<file path="config.mk">
export PLATFORM = sky130hd
export DESIGN_NAME = onehot_encoder_q
export DESIGN_NICKNAME = d
export VERILOG_FILES = /design/src/rtl/onehot_enc_pkg.sv /design/src/rtl/onehot_encoder_q_prio_pick.sv /design/src/rtl/onehot_encoder_q.sv
export SDC_FILE = /design/constraint.sdc
export NUM_CORES = 1
export LEC_CHECK = 0
export CAP_MARGIN = 25
export CORE_AREA = 2 2 39 41
export DETAILED_ROUTE_END_ITERATION = 8
export DIE_AREA = 0 0 41 43
export PLACE_DENSITY = 0.59
export SLEW_MARGIN = 15
export SYNTH_ARGS = -nofsm -noshare
export SYNTH_HDL_FRONTEND = slang
export SYNTH_SLANG_ARGS = --single-unit
</file>
<file path="constraint.sdc">
create_clock -name clk -period 3.1 [get_ports clk]
set_clock_uncertainty 0.2 [all_clocks]
set_input_delay 0.31 -clock clk [delete_from_list [all_inputs] [get_ports clk]]
set_output_delay 0.31 -clock clk [all_outputs]
set_load 0.01 [all_outputs]
</file>
<file path="src/rtl/onehot_enc_pkg.sv">
// Shared types and sizing helpers for the one-hot request encoder.
// Optional round-robin selection is enabled by defining ONEHOT_ENC_RR_EN.
package onehot_enc_pkg;

  typedef enum logic {IDLE, HOLD} state_e;

  localparam int N_DEFAULT = 4;

  function automatic int idx_width(input int n);
    return (n <= 1) ? 1 : $clog2(n);
  endfunction

endpackage

</file>
<file path="src/rtl/onehot_encoder_q_prio_pick.sv">
// Combinational picker: first set bit of mask at or after start, wrapping modulo N.
// Zero latency; no state, so no backpressure of its own.
module prio_pick
  import onehot_enc_pkg::*;
#(
  parameter int N = N_DEFAULT,
  parameter int W = idx_width(N)
) (
  input  logic [N-1:0] mask,
  input  logic [W-1:0] start,
  output logic [W-1:0] idx,
  output logic         any
);

  logic [W-1:0] cand;

  // Scan from the far end back toward start so the nearest hit is written last.
  always_comb begin
    idx  = '0;
    any  = 1'b0;
    cand = '0;
    for (int k = N - 1; k >= 0; k--) begin
      cand = start + W'(k);
      if (mask[cand]) begin
        idx = cand;
        any = 1'b1;
      end
    end
  end

endmodule

</file>
<file path="src/rtl/onehot_encoder_q.sv">
// Collects request lines into a pending mask and emits each as a binary index over Dv/Drdy.
// Request to Dv takes two edges; a stalled consumer holds Do frozen while requests accumulate.
// Round-robin selection when ONEHOT_ENC_RR_EN is defined, else fixed lowest-index priority.
module onehot_encoder_q
  import onehot_enc_pkg::*;
#(
  parameter int N = N_DEFAULT,
  parameter int W = idx_width(N)
) (
  input  logic         clk,
  input  logic         rst_n,
  input  logic         En,
  input  logic [N-1:0] Din,
  output logic [W-1:0] Do,
  output logic         Dv,
  input  logic         Drdy,
  output logic [N-1:0] Pend,
  output logic         Err
);

  state_e       state_q;
  logic [W-1:0] do_q;
  logic         dv_q;
  logic [N-1:0] pend_q, pend_d;
  logic         err_q, err_d;
  logic [N-1:0] set_v, clr_v;
  logic         xfer;
  logic [W-1:0] start;
  logic [W-1:0] pick_idx;
  logic         pick_any;

  assign xfer = dv_q & Drdy;

  // Set wins over clear so a re-request on the transfer edge stays pending.
  always_comb begin
    set_v = En ? Din : '0;
    clr_v = '0;
    if (xfer) clr_v[do_q] = 1'b1;
    pend_d = set_v | (pend_q & ~clr_v);
    err_d  = |(set_v & pend_q & ~clr_v);
  end

  always_ff @(posedge clk or negedge rst_n) begin
    if (!rst_n) begin
      pend_q <= '0;
      err_q  <= 1'b0;
    end else begin
      pend_q <= pend_d;
      err_q  <= err_d;
    end
  end

`ifdef ONEHOT_ENC_RR_EN
  logic [W-1:0] ptr_q, ptr_d;

  always_comb begin
    ptr_d = ptr_q;
    if (xfer) ptr_d = do_q + W'(1);
  end

  always_ff @(posedge clk or negedge rst_n) begin
    if (!rst_n) ptr_q <= '0;
    else        ptr_q <= ptr_d;
  end

  assign start = ptr_q;
`else
  assign start = '0;
`endif

  prio_pick #(.N(N), .W(W)) u_pick (
    .mask  (pend_q),
    .start (start),
    .idx   (pick_idx),
    .any   (pick_any)
  );

  // Grant is taken only from the registered mask, giving the mandatory IDLE bubble.
  always_ff @(posedge clk or negedge rst_n) begin
    if (!rst_n) begin
      state_q <= IDLE;
      do_q    <= '0;
      dv_q    <= 1'b0;
    end else begin
      case (state_q)
        IDLE: begin
          if (pick_any) begin
            do_q    <= pick_idx;
            dv_q    <= 1'b1;
            state_q <= HOLD;
          end
        end
        HOLD: begin
          if (Drdy) begin
            dv_q    <= 1'b0;
            state_q <= IDLE;
          end
        end
        default: begin
          dv_q    <= 1'b0;
          state_q <= IDLE;
        end
      endcase
    end
  end

  assign Do   = do_q;
  assign Dv   = dv_q;
  assign Pend = pend_q;
  assign Err  = err_q;

endmodule

</file>
# Word level (Yosys, flattened, before mapping)
# Cells that the tools add are included.
# op_classes
n_lt_le_gt_ge	2
eq_ne	2
n_mux	18
bitwise_logic	7
reduce_logical	4
# op_table
op	count
AND 4 bit	3
2-to-1 mux 1 bit	9
2-to-1 mux 2 bit	4
2-to-1 mux 4 bit	2
!= test 2 bit (second input constant)	2
inverter 4 bit	1
bitwise OR 4 bit	1
one-hot mux 1 bit (2 select lines)	2
AND reduction 2 bit	2
OR reduction 4 bit	1
< comparator 2 x 3 -> 1 bit (second input constant)	1
demux 1 bit (select 2 bit)	1
greater-or-equal comparator 2 x 1 -> 1 bit (second input constant)	1
AND 1 bit	1
logical AND 1 bit	1
inverter 1 bit	1
# totals
register_bits	9
in_bits	8
out_inout_bits	8
elab_cells	38

# Depth between registers and ports, before layout
# Gate-level depths: netlist (run 1).
# logic_depth
depth_word	8
mapped_depth	4
ltp_nobuf	3

# Modules after synthesis
# A second synthesis (run 1) with hierarchy kept.
# unflattened
cells_unflattened	45
area_unflattened_um2	473.0
# by_module_without_submodules
mod	n_inst	cells_each	area_per_inst_um2	seq_area_each_um2
onehot_encoder_q	1	32	395.4	225.2
prio_pick	1	13	77.6	0.0

# Worst setup path after synthesis (run 1)
# Ideal clock, no wire load.
# synth_path
path_kind	register -> register
startpoint	register pend_q[1] (netlist: Pend[1])
endpoint	register dv_q (netlist: Dv)
setup_time_ns	0.129
t_arrival_ns	1.160
t_required_ns	2.771
path_slack_ns	1.611
path_stages_with_launch	4
n_path_buf	0
synth_period_minus_slack_ns	1.489
path_cell_list	dfrtp_1 or4_4 a21oi_2 a21oi_1
# synth_via
elab_chain_cells	4
# synth_lines
element	line_no	text
start: declaration	onehot_encoder_q.sv:24	logic [N-1:0] pend_q, pend_d;
start signal: assignment	onehot_encoder_q.sv:48	pend_q <= pend_d;
2-to-1 mux 1 bit (2 in a row)	onehot_encoder_q_prio_pick.sv:24	if (mask[cand]) begin
!= test 2 bit (no source line)	-	
AND reduction 2 bit (no source line)	-	
end signal: assignment	onehot_encoder_q.sv:83	dv_q <= 1'b0;
end signal: assignment	onehot_encoder_q.sv:89	dv_q <= 1'b1;
end signal: assignment	onehot_encoder_q.sv:95	dv_q <= 1'b0;
end: declaration	onehot_encoder_q.sv:23	logic dv_q;
# Every way passes these cells.
# A chain may end at the register's enable or synchronous reset.

# Final worst setup path (run 1)
# layout_path
startpoint	register do_q[0] (netlist: Do[0])
endpoint	output Do[0]
# layout_lines
element	line_no	text
start: declaration	onehot_encoder_q.sv:22	logic [W-1:0] do_q;
start signal: assignment	onehot_encoder_q.sv:88	do_q <= pick_idx;
end: declaration	onehot_encoder_q.sv:14	output logic [W-1:0] Do,
# No word-level cell between the ends.

==> results.yml, run 1 <==
finish:
  final_cell_mix: "clkdlybuf4s50_1, dfrtp_1, nand2_1"
  layout.nets: 70
  register_area_sq_um: 225
  multi_input_area_sq_um: 184
  antenna_cells: 0
  final_common_cell: "clkdlybuf4s50_1"
  fillers: 159
  fin_area_sq_um: 613
  drive_above_1_share_pct: 9.84
  final_cells: 77
  synthToLayoutAreaGrowth_pct: 44.5
timing:
  finalSetupViolCount: 0
  finalSetupTns_ns: 0
  holdWs_ns: 0.157
  fmax_mhz: 530
  drv_slew: 0
  fin_crit_ns: 1.89
  finalCritPeriodShare_pct: 60.9
  slew_headroom_pct: 71.1
  timing_hold_violations_final: 0
  rsz0062_at_grt: "false"
  worstMarginPinSlew_ns: 0.432
  setup_ws_ns: 1.21
floorplanning:
  rows: 14
  start_util_pct: 30.7
  fp.dieArea_sq_um: 1760
  dieHeight_um: 43
  die_width_um: 41
  coreArea_sq_um: 1380
  num_io_pins: 16
global_route:
  grt_start_max_net_pins: 10
  grt_pass1_wl_um: 1830
  grt_pass1_vias: 401
  antenna_found_initial: 0
  overflow: 0
  grt.total_usage_pct: 16.1
clock_network:
  cts.clk_slew.worst_paths_ns: 0.06
  cts_made_buffers: 3
  post_cts_resized: 0
  hold_buffers: 0
  clock_latency_ns: 0.26
  cts_buffer_depth: 2
  cts-htree-levels: 1
  cts_root_buffer: "clkbuf_4"
  cts.sinks: 9
  cts_setup_buffers: 0
  cts_tree: "yes"
placed_design:
  gp_congestion: 0.754
  hpwl_um: 825
  dpl_cell_area_sq_um: 587
  placed_cells: 73
  post-place-ws_ns: 1.38
  portBuffers: 15
critical_path:
  cp_top_family: "buffers and inverters"
  timing.rr.end: "Dv"
  cp_data_required_time_ns: 2.59
  ff2ff_setup_slack_ns: 1.58
  crit_buf_inv: 1
  crit_path_max_incr_delay_ns: 0.60
  cp-start-kind: "register"
  cpMaxStageDelayCell: "clkdlybuf4s50_1"
  crit_chain: "clkdlybuf4s50_1"
  r2r_cells: 3
  crit_path_end_kind: "primary output"
  r2r_start: "Pend[1]"
  cp_max_fo: 9
  worstPathArrival_ns: 1.38
  critical_path_class: "register to primary output"
  critPathLaunch: "Do[0]"
logic_synthesis:
  avgSynthCellArea_sq_um: 9.64
  syn_inst: 44
  synthTopCellsByArea: "dfrtp_1, nand2_1, nor2_1, a21oi_1, nand3_1"
  synth-seq-cells: 9
  yosysWarnings: 0
  syn_nets: 52
  synth_top_cell_area_share_pct: 53.1
  synth_top_area_cell: "dfrtp_1"
  yosysSeqAreaShare_pct: 53.1
  synth_cell_types: 20
  syn_area_sq_um: 424
power:
  p_leak_nw: 0.250
  ir_drop_mv: 0.179
  power_per_cell_area_nw_per_um2: 558
routing:
  drc: 0
  routed_wl_um: 1110
  via_count: 397
  dr.pass1.iters: 4
  post_drt_wl_per_cell_um: 14.4
  ant_nets: 0
  initialDrtViolationCount: 6
  post_drt_via_cell_ratio: 5.16
run:
  maxCapViolations: 0
status:
  status: "completed"
hold_path:
  holdCritPathClass: "input pin to async pin"
-- metal layers --
layer	part of all wire [%]	vias up	wire, um	global-route usage, %
met5	0	-	0	0
met1	45	186	499	18.8
met4	1.3	0	14	10.0
li1	-	195	-	-
met3	3.5	2	39	4.71
met2	50	14	553	24.4
-- flip-flops by register name, indices dropped and copies added (netlist names) --
register / flops
Do: 2
Err: 1
Pend: 4
Dv: 1
state_q: 1
-- final cells by class --
class | instances | area share (%)
clock buffer | 4 | 4.29
inverter | 2 | 1.22
multi-input combinational | 31 | 30.0
sequential | 9 | 36.7
tap | 16 | 3.27
timing repair buffer | 15 | 24.5
-- through the flow --
step                      total power [mW]  util, %
after floorplan                      0.197        -
after global placement               0.252     42.4
after detailed placement             0.254     42.4
after CTS                            0.349     44.3
after global routing                 0.370     44.3
final                                0.342     44.3
-- Yosys cell counts --
master / count
o211ai_1: 1
nand3_1: 3
clkbuf_1: 2
o21a_1: 1
a22o_1: 1
a21oi_1: 3
a41oi_1: 1
dfrtp_1: 9
o21ai_0: 2
nor2_1: 5
or4_4: 1
a22o_2: 1
inv_1: 2
a21oi_2: 1
nand2_1: 6
o22a_1: 1
o31ai_1: 1
nand4b_1: 1
nand4_1: 1
o311ai_1: 1
-- cell families (layout without fill, tap and decap cells) --
group	Yosys count	in the layout	synth area share [%]
AO/OA/AOI/OAI	14	14	23.9
buffers and inverters	4	21	3.54
flip-flops	9	9	53.1
AND/OR/NAND/NOR	17	17	19.5
-- worst reg2reg max path: cells and delay by family, from the launching register on --
family | cells | cell delay, ns
AOI/OAI and AO/OA | 2 | 0.20
and+or+nand+nor | 1 | 0.56
DFF | 1 | 0.44
-- worst max path at each step --
stage	to	slack, ns	cells past startpoint
after floorplan	Dv	1.61	3
after global placement	Err	1.42	4
after detailed placement	Err	1.38	4
after CTS	Do[0]	1.20	1
after global routing	Do[0]	1.14	1
final	Do[0]	1.21	1
-- power breakdown --
group / internal (mW) / switching (mW) / total [mW]
clock: 0.0496 / 0.0412 / 0.0909
combinational: 0.0521 / 0.0336 / 0.0857
sequential: 0.134 / 0.0311 / 0.166
Note: power is estimated with default switching activity, not from simulation.
==> inputs of run 2 (changes only) <==
- clock period: 3.1 -> 1.9 ns (I/O delays scaled with it)
==> results of run 2 <==
The final DEF is identical to that of run 1. Status: completed.
Among the figures that moved: setup slack after placement 1.38 ns -> 0.299 ns; setup slack after layout 1.21 ns -> 0.132 ns; hold slack 0.157 ns -> 0.0366 ns; register-to-register setup slack 1.58 ns -> 0.38 ns; total power 0.342 mW -> 0.558 mW; worst IR drop on VDD 0.179 mV -> 0.292 mV
==> inputs of run 3 (changes only) <==
- CAP_MARGIN: 25 -> 20
==> results of run 3 <==
The final DEF is identical to that of run 1. Status: completed.
Among the figures that moved: setup slack after placement 1.38 ns -> 0.299 ns; setup slack after layout 1.21 ns -> 0.132 ns; hold slack 0.157 ns -> 0.0366 ns; register-to-register setup slack 1.58 ns -> 0.38 ns; total power 0.342 mW -> 0.558 mW; worst IR drop on VDD 0.179 mV -> 0.292 mV
